===== src/rtl/hex_segment_decoder.sv =====
// Recovers a hex digit from an active-low seven-segment bus,
// accepting a pattern only once it has held for STABLE_CYCLES samples.
module hex_segment_decoder #(
  parameter int STABLE_CYCLES = 3
) (
  input  logic       clk,
  input  logic       Reset,
  input  logic [6:0] segIn,
  output logic [3:0] value,
  output logic       newValue,
  output logic       error,
  output logic       blank
);

  localparam int CW = $clog2(STABLE_CYCLES + 1);
  localparam logic [CW-1:0] LAST_CNT = CW'(STABLE_CYCLES - 1);
  localparam logic [6:0] SEG_ZERO = 7'b1000000;
  localparam logic [6:0] SEG_BLANK = 7'b1111111;

  typedef enum logic {
    IDLE,
    SETTLE
  } state_t;

  state_t          state_q;
  state_t          state_d;
  logic [6:0]      seg_q;
  logic [6:0]      last;
  logic [6:0]      cand;
  logic [6:0]      cand_d;
  logic [CW-1:0]   cnt;
  logic [CW-1:0]   cnt_d;
  logic            emit;
  logic            legal;
  logic [3:0]      digit;

  always_comb begin
    legal = 1'b1;
    digit = 4'h0;
    unique case (cand)
      7'b1000000: digit = 4'h0;
      7'b1111001: digit = 4'h1;
      7'b0100100: digit = 4'h2;
      7'b0110000: digit = 4'h3;
      7'b0011001: digit = 4'h4;
      7'b0010010: digit = 4'h5;
      7'b0000010: digit = 4'h6;
      7'b1111000: digit = 4'h7;
      7'b0000000: digit = 4'h8;
      7'b0010000: digit = 4'h9;
      7'b0001000: digit = 4'hA;
      7'b0000011: digit = 4'hB;
      7'b1000110: digit = 4'hC;
      7'b0100001: digit = 4'hD;
      7'b0000110: digit = 4'hE;
      7'b0001110: digit = 4'hF;
      default:    legal = 1'b0;
    endcase
  end

  always_comb begin
    state_d = state_q;
    cand_d  = cand;
    cnt_d   = cnt;
    emit    = 1'b0;
    unique case (state_q)
      IDLE: begin
        if (seg_q != last) begin
          state_d = SETTLE;
          cand_d  = seg_q;
          cnt_d   = CW'(1);
        end
      end
      SETTLE: begin
        if (seg_q != cand) begin
          cand_d = seg_q;
          cnt_d  = CW'(1);
        end else if (cand == last) begin
          // bus bounced back to the pattern already reported
          state_d = IDLE;
        end else if (cnt == LAST_CNT) begin
          emit    = 1'b1;
          state_d = IDLE;
        end else begin
          cnt_d = cnt + CW'(1);
        end
      end
      default: state_d = IDLE;
    endcase
  end

  always_ff @(posedge clk) begin
    if (Reset) begin
      seg_q    <= SEG_ZERO;
      last     <= SEG_ZERO;
      cand     <= SEG_ZERO;
      cnt      <= '0;
      state_q  <= IDLE;
      value    <= 4'h0;
      newValue <= 1'b0;
      error    <= 1'b0;
      blank    <= 1'b0;
    end else begin
      seg_q    <= segIn;
      state_q  <= state_d;
      cand     <= cand_d;
      cnt      <= cnt_d;
      newValue <= emit;
      if (emit) begin
        last <= cand;
        if (legal) begin
          value <= digit;
          error <= 1'b0;
          blank <= 1'b0;
        end else if (cand == SEG_BLANK) begin
          blank <= 1'b1;
          error <= 1'b0;
        end else begin
          error <= 1'b1;
          blank <= 1'b0;
        end
      end
    end
  end

endmodule


===== config.mk =====
export PLATFORM = sky130hd
export DESIGN_NAME = hex_segment_decoder
export DESIGN_NICKNAME = d
export VERILOG_FILES = /design/src/rtl/hex_segment_decoder.sv
export SDC_FILE = /design/constraint.sdc
export NUM_CORES = 1
export LEC_CHECK = 0
export CAP_MARGIN = 10
export CORE_ASPECT_RATIO = 0.75
export CORE_MARGIN = 10
export CORE_UTILIZATION = 28
export CTS_CLUSTER_SIZE = 28
export DETAILED_ROUTE_END_ITERATION = 7
export SLEW_MARGIN = 0
export SYNTH_ARGS = -nofsm -noshare
export SYNTH_HDL_FRONTEND = slang
export SYNTH_SLANG_ARGS = --single-unit

===== constraint.sdc =====
create_clock -name clk -period 1.7 [get_ports clk]
set_input_delay 0.34 -clock clk [delete_from_list [all_inputs] [get_ports clk]]
set_output_delay 0.34 -clock clk [all_outputs]
set_load 0.005 [all_outputs]

==> summary.md, run 1 <==
| Metric | Value |
|---|---|
| TritonCTS sink count | 31 |
| Summed instance area of the synthesized netlist | 1810 µm² |
| Most used flip-flop cell after synthesis | sky130_fd_sc_hd__dfxtp_1 |
| Unrepaired setup endpoints after global routing | true |
| Slew of the pin with the lowest slew margin | 0.339 ns |
| Peak fanout along the critical path | 8 |
| Hold Buf Count CTS | 0 |
| Power share of the sequential group | 0.415 |
| Critical Path Slowest Stage Cell | sky130_fd_sc_hd__or3_4 |
| Via count of the first global-routing pass | 1,571 |
| Synth async-reset ratio | 0 |
| WL/cell | 13.2 µm |
| 1st-pass router iterations | 4 |
| Number of cells in the design after placement | 324 |
| TritonCTS clock tree | yes |
| Library cell used as clock root buffer | sky130_fd_sc_hd__clkbuf_8 |
| DRC Markers | 0 |
| Worst path cell trace | buf_4, xnor2_2, nand2_1, or3_4, nand3_4, mux2_4, a21oi_1 |
| Initial antenna violation count | 0 |
| Die X | 113 µm |
| Critical path start-end classification | flip-flop to flip-flop |
| Die H | 89.6 µm |
| Leakage dissipation | 1.15 nW |
| Starting density of the core | 0.287 |
| Via density | 4.61 |
| Fraction of layout instances using a drive strength above 1 | 0.383 |
| Initial drt markers | 68 |
| Synthesis Warnings | 0 |
| Number of levels in the clock H-tree | 2 |
| Cells after synthesis | 197 |
| Largest stage delay, worst path | 0.41 ns |
| Worst endpoint required time | 1.91 ns |
| Post-synthesis sequential area ratio | 0.343 |
| Cell accounting for the most synthesized area | sky130_fd_sc_hd__dfxtp_1 |
| Filler Cell Count | 586 |
| DP HPWL | 3250 µm |
| Areal power density over the cells | 695 nW/µm² |
| Clock slew at the register clock pins of the worst setup and hold paths | 0.07 ns |
| Worst Slack Setup Final | -0.136 ns |
| Wire length of the first global-routing pass | 7360 µm |
| Headroom to the max-slew limit | 0.771 |
| Count of buffers from port buffering | 15 |
| Maximum number of pins on one net before global-route repair | 26 |
| Max-cap viol count | 0 |
| Maximum clock frequency | 545 MHz |
| Sw frac | 0.259 |
| Number of storage elements in the synthesis netlist | 31 |
| Final number of setup-violating endpoints | 17 |
| Setup crit end kind | flip-flop |
| Cell internal pwr | 1.39 mW |
| Critical Path AT | 2.05 ns |
| Crit-path leading delay family | simple AND/OR/NAND/NOR gates |
| Final Non-Filler Cells | 345 |
| DRT Wirelength | 4570 µm |
| Number of flops mapped to enable cells by yosys | 0 |
| Via count | 1,589 |
| Final critical path time including I/O delays and setup | 1.84 ns |
| Max VDD drop | 397 µV |
| Cell variety after synth | 51 |
| Worst clock skew | 0.00412 ns |
| Net count, final | 273 |
| Num CTS Buffers | 5 |
| Synthesis-to-layout area growth | 49.3% |
| Startpoint type of the worst setup path | flip-flop |
| Latest clock arrival within the worst-skew pair | 0.28 ns |
| Total Die Area | 10,100 µm² |
| Synth top area share | 0.343 |
| Status | finished, violations left |
| Ranking of synthesized cells by area | sky130_fd_sc_hd__dfxtp_1, sky130_fd_sc_hd__mux2i_1, sky130_fd_sc_hd__xor2_1 |
| Switching power | 0.486 mW |
| Global router's overall resource usage | 0.0885 |
| Count of endpoints failing hold in the final timing report | 0 |
| Buffer levels on the longest clock path | 2 |
| Number of nets produced by synthesis | 207 |
| Hold/Removal Path Class | flip-flop to flip-flop |
| Final estimated routing congestion in global placement | 0.882 |
| Floorplan Core Area | 6290 µm² |
| Total inserted antenna cells | 0 |
| Share of power burned in the clock network | 0.389 |
| WP buf/inv | 1 |
| Tightest hold margin | 0.463 ns |
| Max-slew violation count | 0 |
| Share of total power in combinational logic | 0.196 |
| Mean instance size in the synthesized netlist | 9.17 µm² |
| Fraction of the cycle the final worst path needs | 1.08 |
| Count of antenna-violating nets left after detailed routing | 0 |
| Violated checks | negative setup slack |
| Placement row count | 25 |
| GRT overflow | 0 |
| # IOs | 16 |
[metrics by stage]
stage                     utilization  setup TNS, ns  power (mW)  setup slack [ns]  cell area, µm²
after floorplan                     -         -0.673       0.993           -0.0775            1870
after global placement          0.374          -2.39        1.09            -0.205            2350
after detailed placement        0.374          -2.39        1.10            -0.197            2350
after CTS                       0.414          -1.58        1.86            -0.143            2600
after global routing            0.429          -3.49        1.95            -0.245            2700
final                           0.429          -1.63        1.87            -0.136            2700
[worst min-delay path: stages, from the launching register on]
cell and delay (ns):
sky130_fd_sc_hd__dfxtp_1 0.31, sky130_fd_sc_hd__nand2_1 0.05, sky130_fd_sc_hd__a21oi_1 0.05
[cell usage in the layout (no fill, tap or decap), types with 3 or more instances in the layout]
cell	netlist	routed
sky130_fd_sc_hd__dfxtp_1	31	23
sky130_fd_sc_hd__o21ai_0	5	4
sky130_fd_sc_hd__dfxtp_4	0	5
sky130_fd_sc_hd__nor2b_1	6	6
sky130_fd_sc_hd__xnor2_2	0	4
sky130_fd_sc_hd__a21oi_1	7	7
sky130_fd_sc_hd__nor4_1	5	3
sky130_fd_sc_hd__dfxtp_2	0	3
sky130_fd_sc_hd__nor3b_1	3	3
sky130_fd_sc_hd__buf_6	7	7
sky130_fd_sc_hd__clkdlybuf4s50_1	0	15
sky130_fd_sc_hd__mux2i_1	15	15
sky130_fd_sc_hd__nor2_1	22	22
sky130_fd_sc_hd__or3_4	1	3
sky130_fd_sc_hd__buf_4	1	49
sky130_fd_sc_hd__clkbuf_8	1	5
sky130_fd_sc_hd__xor2_1	13	12
sky130_fd_sc_hd__nor3_1	6	5
sky130_fd_sc_hd__inv_1	6	6
sky130_fd_sc_hd__nand2_1	12	11
sky130_fd_sc_hd__xnor2_1	8	4
[cell type report]
type / instances / area [µm²] / share of cell area
inverters: 6 / 22.5 / 0.00835
flip-flops and latches: 31 / 643 / 0.238
well taps: 81 / 101 / 0.0376
clock inverters: 3 / 43.8 / 0.0162
repair buffers: 74 / 652 / 0.242
multi-input cells: 145 / 1170 / 0.432
clock buffers: 5 / 68.8 / 0.0255
[worst paths after layout]
path / start / end / slack, ns / cells after the start
min: blank / blank / 0.46 / 2
max: cand[5] / value[1] / -0.14 / 7
min reg2reg: blank / blank / 0.46 / 2
max reg2reg: cand[5] / value[1] / -0.14 / 7
[layer usage]
metal,wire (µm),global-route usage
met3,205,0.0235
met5,0,0
met2,2070,0.137
met1,2270,0.118
met4,19,0.0230
[synth_stat cells (4+ instances only)]
| cell | n |
|---|---|
| sky130_fd_sc_hd__nand2_1 | 12 |
| sky130_fd_sc_hd__nor3_1 | 6 |
| sky130_fd_sc_hd__clkbuf_1 | 4 |
| sky130_fd_sc_hd__buf_6 | 7 |
| sky130_fd_sc_hd__nor4_1 | 5 |
| sky130_fd_sc_hd__mux2i_1 | 15 |
| sky130_fd_sc_hd__nor2_1 | 22 |
| sky130_fd_sc_hd__dfxtp_1 | 31 |
| sky130_fd_sc_hd__inv_1 | 6 |
| sky130_fd_sc_hd__xor2_1 | 13 |
| sky130_fd_sc_hd__nor2b_1 | 6 |
| sky130_fd_sc_hd__a21oi_1 | 7 |
| sky130_fd_sc_hd__o21ai_0 | 5 |
| sky130_fd_sc_hd__xnor2_1 | 8 |
[cell families after synthesis]
| group | share of synthesized area |
|---|---|
| AOI/OAI and AO/OA | 0.116 |
| xor gates and xnor gates | 0.102 |
| adders and majority gates | 0.00692 |
| buffers and inverters | 0.0873 |
| DFF | 0.343 |
| muxes | 0.0893 |
| and+or+nand+nor | 0.255 |
[power groups by stage]
stage | Combinational (mW) | Sequential, mW | Clock (mW)
CTS | 0.329 | 0.780 | 0.748
finish | 0.367 | 0.779 | 0.728
floorplan | 0.211 | 0.782 | 0
global placement | 0.297 | 0.794 | 0
detailed placement | 0.300 | 0.795 | 0
global route | 0.397 | 0.783 | 0.768
[registers in the layout, indices dropped and copies added (netlist names)]
name and flops:
blank 1, cand 7, cnt 2, error 1, last 7, newValue 1
seg_q 7, state_q 1, value 4
[repair_timing]
action                     in CTS  in global routing
pin swaps                      12                 13
setup buffers                   8                  6
setup endpoints to repair      21                 23
gates resized for setup        22                 13
(Power assumes the default switching activity.)
==> inputs of run 2 (changes only) <==
- REMOVE_ABC_BUFFERS: unset -> 1
==> run 2 against run 1 <==
Against the previous run:
- the flow still finishes with violations (negative setup slack)
- non-clock buffer count rose by 3
- worst hold slack better by 0.0015 ns
- clock power decreased by 20%
- maximum frequency is 5.2% lower
- setup slack lost 0.10 ns
- sequential power is essentially flat
==> summary.md, run 2 (synthesized netlist as in run 1, its figures left out) <==
| Metric | Value |
|---|---|
| Status | finished, violations left |
| Violated checks | negative setup slack |
| Fraction of the cycle the final worst path needs | 1.14 |
| Hold/Removal Path Class | flip-flop to flip-flop |
| Critical path start-end classification | flip-flop to flip-flop |
| Via count | 1,596 |
| Clock slew at the register clock pins of the worst setup and hold paths | 0.06 ns |
| Areal power density over the cells | 635 nW/µm² |
| Fraction of layout instances using a drive strength above 1 | 0.421 |
| Final critical path time including I/O delays and setup | 1.94 ns |
| Library cell used as clock root buffer | sky130_fd_sc_hd__clkbuf_8 |
| TritonCTS sink count | 31 |
| Setup crit end kind | flip-flop |
| Final estimated routing congestion in global placement | 0.891 |
| Die H | 89.6 µm |
| Largest registers | cand x7, last x7, seg_q x7 |
| Number of levels in the clock H-tree | 2 |
| Latest clock arrival within the worst-skew pair | 0.27 ns |
| DRC Markers | 0 |
| Total inserted antenna cells | 0 |
| Worst path cell trace | buf_12, and2b_1, nand3_2, o221a_1, and3b_2, buf_4, a2111oi_4, nor3_2 |
| Worst clock skew | 0.00335 ns |
| Starting density of the core | 0.287 |
| Unrepaired setup endpoints after global routing | true |
| Final number of setup-violating endpoints | 23 |
| Tightest hold margin | 0.465 ns |
| Critical Path AT | 2.10 ns |
| Slew of the pin with the lowest slew margin | 0.415 ns |
| Via density | 4.60 |
| Synthesis-to-layout area growth | 53.1% |
| Max VDD drop | 343 µV |
| Count of buffers from port buffering | 15 |
| Filler Cell Count | 609 |
| Max-cap viol count | 0 |
| TritonCTS clock tree | yes |
| Num CTS Buffers | 5 |
| Placement row count | 25 |
| Critical Path Slowest Stage Cell | sky130_fd_sc_hd__dfxtp_4 |
| Final cell area excluding filler cells | 2770 µm² |
| Headroom to the max-slew limit | 0.721 |
| # IOs | 16 |
| WP buf/inv | 2 |
| DRT Wirelength | 4790 µm |
| Crit-path leading delay family | simple AND/OR/NAND/NOR gates |
| Initial drt markers | 69 |
| Initial antenna violation count | 0 |
| Worst endpoint required time | 1.86 ns |
| Largest stage delay, worst path | 0.38 ns |
| Hold Buf Count CTS | 0 |
| Most common cell after layout, fill and taps aside | sky130_fd_sc_hd__buf_4 |
| Worst Slack Setup Final | -0.237 ns |
| Net count, final | 276 |
| Count of endpoints failing hold in the final timing report | 0 |
| Max-slew violation count | 0 |
| WL/cell | 13.8 µm |
| DP HPWL | 3320 µm |
| Top library cells by usage in the layout, fill and taps aside | sky130_fd_sc_hd__buf_4, sky130_fd_sc_hd__dfxtp_1, sky130_fd_sc_hd__nor2_1 |
| Area post-placement | 2330 µm² |
| Wire length of the first global-routing pass | 7630 µm |
| Floorplan Core Area | 6290 µm² |
| Peak fanout along the critical path | 10 |
| Total Die Area | 10,100 µm² |
| Die X | 113 µm |
| Maximum number of pins on one net before global-route repair | 15 |
| Global router's overall resource usage | 0.0924 |
| 1st-pass router iterations | 4 |
| GRT overflow | 0 |
| Count of antenna-violating nets left after detailed routing | 0 |
| Startpoint type of the worst setup path | flip-flop |
| Buffer levels on the longest clock path | 2 |
| Maximum clock frequency | 516 MHz |
| Leakage dissipation | 1.13 nW |
| Via count of the first global-routing pass | 1,629 |
## run 2: per-layer routing
layer	up-vias	global-route usage	share of wire
li1	825	-	-
met1	743	0.117	0.49
met2	24	0.148	0.45
met3	4	0.0335	0.052
met4	0	0.0172	0.0044
met5	-	0	0
## run 2: timing repair
| item | 4_1_cts | 5_1_grt |
|---|---|---|
| setup endpoints to repair | 23 | 24 |
| pin swaps | 12 | 11 |
| hold endpoints to repair | 0 | 0 |
| gates resized for setup | 25 | 32 |
| buffers inserted | 9 | 6 |
## run 2: worst paths after layout
check,start,to,slack (ns),cells after the start
worst max-delay path,cand[5],value[3],-0.24,8
worst min register to register,blank,blank,0.46,2
worst min-delay path,blank,blank,0.46,2
worst max register to register,cand[5],value[3],-0.24,8
## run 2: power by group
part	internal (mW)	total, mW	switching, mW
combinational	0.228	0.399	0.171
clock	0.317	0.579	0.262
sequential	0.744	0.778	0.0341
## run 2: area by class of cell
cell class / count / area, µm² / area share
clock buffers: 6 / 82.6 / 0.0299
clock inverters: 1 / 5.00 / 0.00181
inverters: 6 / 22.5 / 0.00814
multi-input cells: 145 / 1220 / 0.440
flip-flops and latches: 31 / 647 / 0.234
well taps: 81 / 101 / 0.0366
repair buffers: 77 / 692 / 0.250
## run 2: tightest hold or removal path: cells and delay by family (launching register included)
family             cells  cell delay [ns]
and+or+nand+nor        1             0.05
AOI/OAI and AO/OA      1             0.06
DFF                    1             0.31
## run 2: through the flow
stage          TNS [ns]   util  total power, mW  instances  setup slack, ns
2_1_floorplan     -4.14      -            0.936        182           -0.360
3_3_place_gp      -3.97  0.370             1.10        325           -0.319
3_5_place_dp      -4.20  0.370             1.10        325           -0.330
4_1_cts           -2.14  0.408             1.72        341           -0.242
5_1_grt           -4.31  0.440             1.84        347           -0.315
6_report          -2.48  0.440             1.76        347           -0.237
